**config.mk**
```make
export PLATFORM = sky130hd
export DESIGN_NAME = dram_arbiter2
export DESIGN_NICKNAME = d
export VERILOG_FILES = /design/src/rtl/dram_arbiter2_pkg.sv /design/src/rtl/dram_arb_slot.sv /design/src/rtl/dram_arbiter2.sv
export SDC_FILE = /design/constraint.sdc
export NUM_CORES = 1
export LEC_CHECK = 0
export CORE_UTILIZATION = 47
export CTS_BUF_LIST = sky130_fd_sc_hd__clkbuf_16
export CTS_CLUSTER_DIAMETER = 50
export DETAILED_ROUTE_END_ITERATION = 8
export GPL_ROUTABILITY_DRIVEN = 0
export GPL_TIMING_DRIVEN = 1
export HOLD_SLACK_MARGIN = 0.05
export PLACE_DENSITY_LB_ADDON = 0.2
export SLEW_MARGIN = 20
export SYNTH_ARGS = -nofsm -noshare
export SYNTH_HDL_FRONTEND = slang
export SYNTH_SLANG_ARGS = --single-unit
```
**constraint.sdc**
```tcl
create_clock -name CLK -period 2.65 [get_ports CLK]
set_input_delay 0.3975 -clock CLK [delete_from_list [all_inputs] [get_ports CLK]]
set_output_delay 0.3975 -clock CLK [all_outputs]
set_load 0.005 [all_outputs]
```
**src/rtl/dram_arbiter2_pkg.sv**
```systemverilog
// Shared types and constants for the two-hart DRAM arbiter.
// Optional statistics counters are enabled by defining DRAM_ARB_STATS_EN.
package dram_arbiter2_pkg;

  localparam int unsigned CTRL_W  = 3;
  localparam int unsigned GRANT_W = 32;
  localparam int unsigned STAT_W  = 32;

  localparam logic HART0 = 1'b0;
  localparam logic HART1 = 1'b1;

  typedef enum logic [1:0] {
    ARB_IDLE  = 2'd0,
    ARB_ISSUE = 2'd1,
    ARB_WAIT  = 2'd2
  } arb_state_e;

  // Request kind and size/sign control held in a slot.
  typedef struct packed {
    logic              we;
    logic              le;
    logic [CTRL_W-1:0] ctrl;
  } req_flags_t;

  // Winner among pending harts; a tie goes to the hart that did not own last
  // when fair, otherwise to hart 0.
  function automatic logic pick_winner(input logic p0, input logic p1,
                                       input logic rr_last, input logic fair);
    logic w;
    if (p0 && p1) w = fair ? ~rr_last : HART0;
    else if (p0)  w = HART0;
    else          w = HART1;
    return w;
  endfunction

endpackage

```
**src/rtl/dram_arb_slot.sv**
```systemverilog
// Per-hart request slot: captures one strobe, holds pend and the read data.
module dram_arb_slot
  import dram_arbiter2_pkg::*;
#(
  parameter int unsigned AW = 32,
  parameter int unsigned DW = 32
) (
  input  logic              clk,
  input  logic              rst_n,
  input  logic [AW-1:0]     i_addr,
  input  logic [DW-1:0]     i_wdata,
  input  logic              i_we,
  input  logic              i_le,
  input  logic [CTRL_W-1:0] i_ctrl,
  input  logic              i_done,
  input  logic [DW-1:0]     i_dram_odata,
  output logic              o_pend,
  output logic [AW-1:0]     o_addr,
  output logic [DW-1:0]     o_wdata,
  output req_flags_t        o_req,
  output logic [DW-1:0]     o_odata,
  output logic              o_busy_c
);

  logic          pend_q,  pend_d;
  logic [AW-1:0] addr_q,  addr_d;
  logic [DW-1:0] wdata_q, wdata_d;
  req_flags_t    req_q,   req_d;
  logic [DW-1:0] odata_q, odata_d;
  logic          strobe_c;
  logic          capture_c;

  assign strobe_c  = i_we | i_le;
  // A strobe landing on the completion cycle refills the slot.
  assign capture_c = strobe_c & (~pend_q | i_done);

  // Next-state for the slot contents and read data.
  always_comb begin
    pend_d  = pend_q;
    addr_d  = addr_q;
    wdata_d = wdata_q;
    req_d   = req_q;
    odata_d = odata_q;
    if (i_done && req_q.le) odata_d = i_dram_odata;
    if (capture_c) begin
      pend_d       = 1'b1;
      addr_d       = i_addr;
      wdata_d      = i_wdata;
      req_d.we     = i_we;
      req_d.le     = i_le & ~i_we;
      req_d.ctrl   = i_ctrl;
    end else if (i_done) begin
      pend_d = 1'b0;
    end
  end

  // Slot registers.
  always_ff @(posedge clk or negedge rst_n) begin
    if (!rst_n) begin
      pend_q  <= 1'b0;
      addr_q  <= '0;
      wdata_q <= '0;
      req_q   <= '0;
      odata_q <= '0;
    end else begin
      pend_q  <= pend_d;
      addr_q  <= addr_d;
      wdata_q <= wdata_d;
      req_q   <= req_d;
      odata_q <= odata_d;
    end
  end

  assign o_pend   = pend_q;
  assign o_addr   = addr_q;
  assign o_wdata  = wdata_q;
  assign o_req    = req_q;
  assign o_odata  = odata_q;
  assign o_busy_c = strobe_c | pend_q;

endmodule

```
**src/rtl/dram_arbiter2.sv**
```systemverilog
// Two-hart DRAM arbiter: queues one request per hart and serialises them onto
// one controller port. Define DRAM_ARB_STATS_EN to add grant/conflict counters.
module dram_arbiter2
  import dram_arbiter2_pkg::*;
#(
  parameter int unsigned AW   = 32,
  parameter int unsigned DW   = 32,
  parameter int unsigned FAIR = 1
) (
  input  logic               CLK,
  input  logic               RST_X,
  input  logic [AW-1:0]      w_h0_addr,
  input  logic [AW-1:0]      w_h1_addr,
  input  logic [DW-1:0]      w_h0_wdata,
  input  logic [DW-1:0]      w_h1_wdata,
  input  logic               w_h0_we,
  input  logic               w_h1_we,
  input  logic               w_h0_le,
  input  logic               w_h1_le,
  input  logic [CTRL_W-1:0]  w_h0_ctrl,
  input  logic [CTRL_W-1:0]  w_h1_ctrl,
  output logic               w_h0_busy,
  output logic               w_h1_busy,
  output logic [DW-1:0]      w_h0_odata,
  output logic [DW-1:0]      w_h1_odata,
  output logic [GRANT_W-1:0] w_grant,
  output logic [AW-1:0]      w_dram_addr,
  output logic [DW-1:0]      w_dram_wdata,
  output logic               w_dram_we,
  output logic               w_dram_le,
  output logic [CTRL_W-1:0]  w_dram_ctrl,
  input  logic               w_dram_busy,
  input  logic [DW-1:0]      w_dram_odata
`ifdef DRAM_ARB_STATS_EN
  ,
  output logic [STAT_W-1:0]  w_stat_grant0,
  output logic [STAT_W-1:0]  w_stat_grant1,
  output logic [STAT_W-1:0]  w_stat_conflict
`endif
);

  arb_state_e        state_q, state_d;
  logic              owner_q, owner_d;
  logic              rr_last_q, rr_last_d;
  logic [AW-1:0]     daddr_q, daddr_d;
  logic [DW-1:0]     dwdata_q, dwdata_d;
  logic [CTRL_W-1:0] dctrl_q, dctrl_d;
  logic              dwe_q, dwe_d;
  logic              dle_q, dle_d;
  logic              done_c, done0_c, done1_c;

  logic              pend0, pend1;
  logic [AW-1:0]     s0_addr, s1_addr;
  logic [DW-1:0]     s0_wdata, s1_wdata;
  req_flags_t        s0_req, s1_req, win_req_c;
  logic              win_c;

  dram_arb_slot #(.AW(AW), .DW(DW)) u_slot0 (
    .clk          (CLK),
    .rst_n        (RST_X),
    .i_addr       (w_h0_addr),
    .i_wdata      (w_h0_wdata),
    .i_we         (w_h0_we),
    .i_le         (w_h0_le),
    .i_ctrl       (w_h0_ctrl),
    .i_done       (done0_c),
    .i_dram_odata (w_dram_odata),
    .o_pend       (pend0),
    .o_addr       (s0_addr),
    .o_wdata      (s0_wdata),
    .o_req        (s0_req),
    .o_odata      (w_h0_odata),
    .o_busy_c     (w_h0_busy)
  );

  dram_arb_slot #(.AW(AW), .DW(DW)) u_slot1 (
    .clk          (CLK),
    .rst_n        (RST_X),
    .i_addr       (w_h1_addr),
    .i_wdata      (w_h1_wdata),
    .i_we         (w_h1_we),
    .i_le         (w_h1_le),
    .i_ctrl       (w_h1_ctrl),
    .i_done       (done1_c),
    .i_dram_odata (w_dram_odata),
    .o_pend       (pend1),
    .o_addr       (s1_addr),
    .o_wdata      (s1_wdata),
    .o_req        (s1_req),
    .o_odata      (w_h1_odata),
    .o_busy_c     (w_h1_busy)
  );

  assign win_c     = pick_winner(pend0, pend1, rr_last_q, (FAIR != 0));
  assign win_req_c = win_c ? s1_req : s0_req;
  assign done0_c   = done_c & (owner_q == HART0);
  assign done1_c   = done_c & (owner_q == HART1);

  // Arbitration FSM next-state and controller-side outputs.
  always_comb begin
    state_d   = state_q;
    owner_d   = owner_q;
    rr_last_d = rr_last_q;
    daddr_d   = daddr_q;
    dwdata_d  = dwdata_q;
    dctrl_d   = dctrl_q;
    dwe_d     = 1'b0;
    dle_d     = 1'b0;
    done_c    = 1'b0;
    case (state_q)
      ARB_IDLE: begin
        daddr_d  = '0;
        dwdata_d = '0;
        dctrl_d  = '0;
        if (pend0 || pend1) begin
          owner_d  = win_c;
          state_d  = ARB_ISSUE;
          daddr_d  = win_c ? s1_addr  : s0_addr;
          dwdata_d = win_c ? s1_wdata : s0_wdata;
          dctrl_d  = win_req_c.ctrl;
          dwe_d    = win_req_c.we;
          dle_d    = win_req_c.le;
        end
      end
      ARB_ISSUE: begin
        state_d = ARB_WAIT;
      end
      ARB_WAIT: begin
        if (!w_dram_busy) begin
          done_c    = 1'b1;
          rr_last_d = owner_q;
          state_d   = ARB_IDLE;
          daddr_d   = '0;
          dwdata_d  = '0;
          dctrl_d   = '0;
        end
      end
      default: begin
        state_d = ARB_IDLE;
      end
    endcase
  end

  // FSM and output registers; rr_last starts at hart 1 so hart 0 wins the first tie.
  always_ff @(posedge CLK or negedge RST_X) begin
    if (!RST_X) begin
      state_q   <= ARB_IDLE;
      owner_q   <= HART0;
      rr_last_q <= HART1;
      daddr_q   <= '0;
      dwdata_q  <= '0;
      dctrl_q   <= '0;
      dwe_q     <= 1'b0;
      dle_q     <= 1'b0;
    end else begin
      state_q   <= state_d;
      owner_q   <= owner_d;
      rr_last_q <= rr_last_d;
      daddr_q   <= daddr_d;
      dwdata_q  <= dwdata_d;
      dctrl_q   <= dctrl_d;
      dwe_q     <= dwe_d;
      dle_q     <= dle_d;
    end
  end

  assign w_grant      = GRANT_W'(owner_q);
  assign w_dram_addr  = daddr_q;
  assign w_dram_wdata = dwdata_q;
  assign w_dram_ctrl  = dctrl_q;
  assign w_dram_we    = dwe_q;
  assign w_dram_le    = dle_q;

`ifdef DRAM_ARB_STATS_EN
  logic [STAT_W-1:0] sg0_q, sg0_d;
  logic [STAT_W-1:0] sg1_q, sg1_d;
  logic [STAT_W-1:0] scf_q, scf_d;

  // Saturating grant and conflict counters.
  always_comb begin
    sg0_d = sg0_q;
    sg1_d = sg1_q;
    scf_d = scf_q;
    if (state_q == ARB_ISSUE && owner_q == HART0 && sg0_q != '1) sg0_d = sg0_q + STAT_W'(1);
    if (state_q == ARB_ISSUE && owner_q == HART1 && sg1_q != '1) sg1_d = sg1_q + STAT_W'(1);
    if (pend0 && pend1 && scf_q != '1) scf_d = scf_q + STAT_W'(1);
  end

  // Statistics registers.
  always_ff @(posedge CLK or negedge RST_X) begin
    if (!RST_X) begin
      sg0_q <= '0;
      sg1_q <= '0;
      scf_q <= '0;
    end else begin
      sg0_q <= sg0_d;
      sg1_q <= sg1_d;
      scf_q <= scf_d;
    end
  end

  assign w_stat_grant0   = sg0_q;
  assign w_stat_grant1   = sg1_q;
  assign w_stat_conflict = scf_q;
`endif

endmodule

```
==> impl_metrics.tcl, run 1 <==
set metrics [dict create \
    synth.top_cells.by_count "dfrtp_1, mux2_2, nor2b_1" \
    h-tree-depth 1 \
    clkTransAtPathRegs_ns 0.06 \
    dp.cells 1324 \
    die_w_um 155 \
    cts_root_buf "clkbuf_16" \
    crit_type "reg2out" \
    grt_max_degree 83 \
    ys_seq_elements 277 \
    grt_pass1_wl_mm 42.0 \
    vias 7179 \
    finalNonFillerCells 1378 \
    finalHoldViolations 0 \
    synth_edf_count 0 \
    grt_use_total 0.225 \
    min_path_type "in2reg" \
    vdd_ir_drop_max_mv 0.670 \
    cts.repair.resized 0 \
    die_h_um 155 \
    hold_buffers 1 \
    cts_buffers 30 \
    final_nets 1217 \
    power.total_uw 17400 \
    netlist-cell-type-count 30 \
    cp_data_arrival_time_ns 1.84 \
    critPathRequiredTime_ns 2.25 \
    sequentialPowerShare 0.425 \
    status "completed" \
    viasPerCell 5.21 \
    cts_num_sinks 277 \
    tns_ns 0 \
    yosysMostFrequentCell "dfrtp_1" \
    post-dp-hpwl_mm 17.4 \
    skew_ns 0.0107 \
    end_kind "output pin" \
    synthTopCellsByArea "dfrtp_1, mux2_2, a221o_1, nor2b_1, mux2_1" \
    period_share 0.844 \
    pre_cts_ws_ns 0.187 \
    clk-insertion-delay-late_ns 0.54 \
    rsz0062_at_grt "no" \
    drt_pre_antenna_iters 4 \
    die_area_sq_mm 0.0239 \
    grt-ovfl-total 0 \
    cts_tree "done" \
    synth_area_per_cell_sq_um 15.1 \
    synth_top_area_cell "dfrtp_1" \
    drc 0 \
    p_leak_uw 0.00657 \
    drv_cap 0 \
    syn_inst 728 \
    relSlewSlack 0.435 \
    power.density_mw_per_mm2 1130 \
    cts_setup_buffers 0 \
    num_rows 55 \
    yosys_warnings 0 \
    io_pins 340 \
    routed_wl_mm 26.4 \
    synthDominantCellAreaShare 0.630 \
    clkPwrFrac 0.215 \
    antenna_found_initial 1 \
    power.share.switching 0.287 \
    routedWlPerCell_um 19.1 \
    core_sq_mm 0.0228 \
    p_switching_uw 4990 \
    layout-drive-gt1-share 0.221 \
    fmax_ghz 0.447 \
    drtIter0Drc 324 \
    clockBufferDepth 3 \
    async_reset_ff_frac 1.00 \
    n_fill_cell 1703 \
    io_buffers 308 \
    drv_slew 0 \
    synth_ff_type "dfrtp_1" \
    setup_violations 0 \
    p_int_uw 12400 \
    area_growth_pct 39.7 \
    ant_nets 0 \
    crit_path_max_fanout 7 \
    synth_area_sq_mm 0.0110 \
    fin_crit_ns 2.24 \
    yosysSeqAreaShare 0.633 \
    start_util 0.481 \
    fin_ws_ns 0.415 \
    tightest_slew_ns 0.847 \
    first_global_vias 7756 \
    comb_power_share 0.360 \
    critPathLaunchType "flip-flop" \
]
==> routing by layer <==
layer	GRT usage	wire [um]
met4	0.0773	671
met3	0.0712	2210
met5	0	0
met2	0.373	12800
met1	0.277	10600
==> worst paths after layout <==
kind / depth (start not counted) / slack [ns] / from / to
min in group asynchronous: 2 / 0.47 / RST_X / u_slot1.o_odata[29]
hold / removal: 2 / 0.45 / w_h0_wdata[17] / u_slot0.o_wdata[17]
hold reg to reg: 1 / 0.48 / u_slot0.o_wdata[28] / u_slot0.o_wdata[28]
setup / recovery: 2 / 0.41 / u_slot1.o_pend / w_h1_busy
setup reg to reg: 4 / 0.48 / state_q[0] / u_slot0.o_addr[27]
max in group asynchronous: 3 / 1.38 / RST_X / rr_last_q
==> sequential cells by signal, summed over array words and instances (netlist names) <==
signal,count
u_slot0.o_addr,32
u_slot0.o_odata,32
u_slot0.o_wdata,32
u_slot1.o_addr,32
u_slot1.o_odata,32
u_slot1.o_wdata,32
w_dram_addr,32
w_dram_wdata,32
u_slot0.o_req,5
u_slot1.o_req,5
w_dram_ctrl,3
state_q,2
owner_q,1
rr_last_q,1
u_slot0.o_pend,1
u_slot1.o_pend,1
w_dram_le,1
w_dram_we,1
==> power by group through the flow <==
stage / Sequential, uW / Clock (uW) / Combinational, uW
after floorplan: 7230 / 0 / 3280
after global placement: 7360 / 0 / 6140
after detailed placement: 7430 / 0 / 6340
after CTS: 7390 / 3840 / 6350
after global routing: 7630 / 4010 / 6800
final: 7380 / 3730 / 6260
==> through the flow <==
| step | utilization | cell area [sq um] | hold WS (ns) |
|---|---|---|---|
| 4_1_cts | 0.672 | 15300 | 0.432 |
| 6_report | 0.672 | 15300 | 0.451 |
| 3_3_place_gp | 0.633 | 14400 | 0.454 |
| 2_1_floorplan | - | 11100 | 0.102 |
| 3_5_place_dp | 0.633 | 14400 | 0.448 |
| 5_1_grt | 0.672 | 15300 | 0.453 |
==> kinds of logic after synthesis <==
kind of cell / count (synthesis) / synth area share
buffers and inverters: 80 / 0.0426
AOI/OAI and AO/OA: 83 / 0.0709
DFF: 277 / 0.633
and+or+nand+nor: 88 / 0.0491
muxes: 199 / 0.204
other: 1 / 0.000342
==> placed cells by master (no fill, tap or decap), types with 2 or more instances in the layout <==
cell type,count
mux2_1,31
conb_1,31
nor2_1,3
or3_1,2
inv_6,2
o21ai_0,4
clkinv_4,2
mux2_2,167
clkinv_2,6
a21boi_0,2
nand3b_1,2
clkdlybuf4s50_1,307
buf_12,10
o2bb2ai_1,2
dfrtp_1,276
a2bb2oi_1,2
a21oi_4,3
a221o_1,67
a21oi_1,2
nand2_1,7
nor2b_1,68
clkinv_1,5
clkbuf_16,31
inv_1,11
buf_4,10
==> area by class of cell <==
cell class | instances | area, sq um | share of cell area
Clock buffer | 31 | 776 | 0.0507
Inverter | 5 | 18.8 | 0.00123
Multi-Input combinational cell | 401 | 3710 | 0.242
Timing Repair Buffer | 329 | 3370 | 0.220
Clock inverter | 21 | 106 | 0.00695
Sequential cell | 277 | 6930 | 0.453
Tap cell | 313 | 392 | 0.0256
Antenna cell | 1 | 2.50 | 0.000163
==> worst max-delay path, stage by stage, from the launching register on <==
cell	delay, ns
dfrtp_1	0.47
or3_1	0.35
clkdlybuf4s50_1	0.49
Note: power is estimated with default switching activity, not from simulation.
==> inputs of run 2 (changes only) <==
==> constraint.sdc (replaced) <==
create_clock -name CLK -period 2.15 [get_ports CLK]
set_input_delay 0.3225 -clock CLK [delete_from_list [all_inputs] [get_ports CLK]]
set_output_delay 0.3225 -clock CLK [all_outputs]
set_load 0.005 [all_outputs]
==> impl_metrics.tcl, run 2 (same netlist as run 1, synthesis figures left out) <==
set metrics [dict create \
    p_leak_uw 0.00665 \
    grt_use_total 0.224 \
    final_nets 1225 \
    final_area_sq_mm 0.0155 \
    die_w_um 155 \
    routed_wl_mm 26.1 \
    relSlewSlack 0.620 \
    sequentialPowerShare 0.414 \
    reg2reg_from "state_q[0]" \
    crit_type "reg2out" \
    ant_nets 0 \
    comb_power_share 0.361 \
    core_sq_mm 0.0228 \
    num_rows 55 \
    clockBufferDepth 3 \
    grt_max_degree 61 \
    drt-met1-wl_mm 10.7 \
    layout-drive-gt1-share 0.225 \
    drtIter0Drc 338 \
    cts_tree "done" \
    grt_pass1_wl_mm 42.0 \
    area_growth_pct 41.3 \
    crit_path_max_fanout 7 \
    cts_root_buf "clkbuf_16" \
    critPathLaunchType "flip-flop" \
    power.density_mw_per_mm2 1410 \
    period_share 0.954 \
    antenna_found_initial 0 \
    clkPwrFrac 0.225 \
    wl_met3_mm 2.15 \
    drt_pre_antenna_iters 4 \
    vdd_ir_drop_max_mv 0.929 \
    post-dp-hpwl_mm 17.7 \
    finalHoldViolations 0 \
    pre_cts_ws_ns -0.220 \
    skew_ns 0.0141 \
    wl_met2_mm 12.8 \
    min_path_type "in2async" \
    n_antenna_cell 0 \
    cts_num_sinks 277 \
    cp_data_arrival_time_ns 1.73 \
    crit_start "u_slot0.o_pend" \
    first_global_vias 7583 \
    highest_layer "met4" \
    drc 0 \
    io_pins 340 \
    tightest_slew_ns 0.565 \
    h-tree-depth 1 \
    end_kind "output pin" \
    start_util 0.481 \
    status "completed" \
    die_area_sq_mm 0.0239 \
    p_int_uw 15600 \
    die_h_um 155 \
    layout_commonest_cell "clkdlybuf4s50_1" \
    p_switching_uw 6190 \
    fmax_ghz 0.487 \
    critPathRequiredTime_ns 1.83 \
    cts_buffers 31 \
    clkTransAtPathRegs_ns 0.06 \
    routedWlPerCell_um 18.8 \
    layout_common_cells "clkdlybuf4s50_1, dfrtp_1, mux2_2" \
    vias 7151 \
    clk-insertion-delay-late_ns 0.54 \
    fin_crit_ns 2.05 \
    drv_cap 0 \
    dpl_cell_area_sq_mm 0.0145 \
    io_buffers 308 \
    fin_ws_ns 0.0987 \
    drv_slew 0 \
    power.share.switching 0.283 \
    viasPerCell 5.15 \
    setup_violations 0 \
    rsz0062_at_grt "no" \
    grt-ovfl-total 0 \
]
## run 2: metal layers
layer | up-vias | global-route usage
met1 | 3632 | 0.283
li1 | 3224 | -
met5 | - | 0
met2 | 258 | 0.378
met4 | 0 | 0.0504
met3 | 37 | 0.0681
## run 2: power by group through the flow
stage / logic, uW / registers (uW) / clock network [uW]
after floorplan: 4040 / 8910 / 0
after global routing: 8570 / 9350 / 5280
after CTS: 8010 / 9050 / 5040
after detailed placement: 8010 / 9100 / 0
after global placement: 7760 / 9040 / 0
final: 7890 / 9040 / 4910
## run 2: critical path, stage by stage, from the launching register on
cell and delay [ns]:
dfrtp_2 0.46, inv_1 0.15, nand2_1 0.09, clkdlybuf4s50_1 0.49
## run 2: layout make-up
type	count	area (sq um)
clock buffers	31	776
clock inverters	26	178
fillers	1671	7290
inverters	5	18.8
multi-input cells	401	3710
flip-flops and latches	277	6940
well taps	313	392
repair buffers	336	3480
## run 2: timing repair
item                                   4_1_cts  5_1_grt
endpoints found under the hold margin       53        0
setup endpoints to repair                    2        1
gates resized for setup                      2        1
setup buffers                                0        0
hold buffers                                 1        0
## run 2: per-stage QoR
stage          power, uW  std cells   util  hold slack, ns  setup TNS (ns)
4_1_cts            22100       1389  0.680           0.333               0
3_3_place_gp       16800       1331  0.637           0.296          -12.00
2_1_floorplan      13000        758      -          0.0269               0
5_1_grt            23200       1389  0.680           0.343               0
3_5_place_dp       17100       1331  0.637           0.295          -15.29
6_report           21800       1389  0.680           0.320               0
## run 2: worst paths after layout
check | end | slack [ns] | depth (start not counted)
worst max-delay path | w_h0_busy | 0.1 | 3
worst min register to register | u_slot1.o_odata[6] | 0.48 | 1
max in group asynchronous | u_slot0.o_addr[2] | 1.11 | 3
min in group CLK | u_slot0.o_wdata[17] | 0.38 | 2
worst min-delay path | u_slot1.o_odata[29] | 0.32 | 2
worst max register to register | u_slot0.o_addr[25] | 0.17 | 4
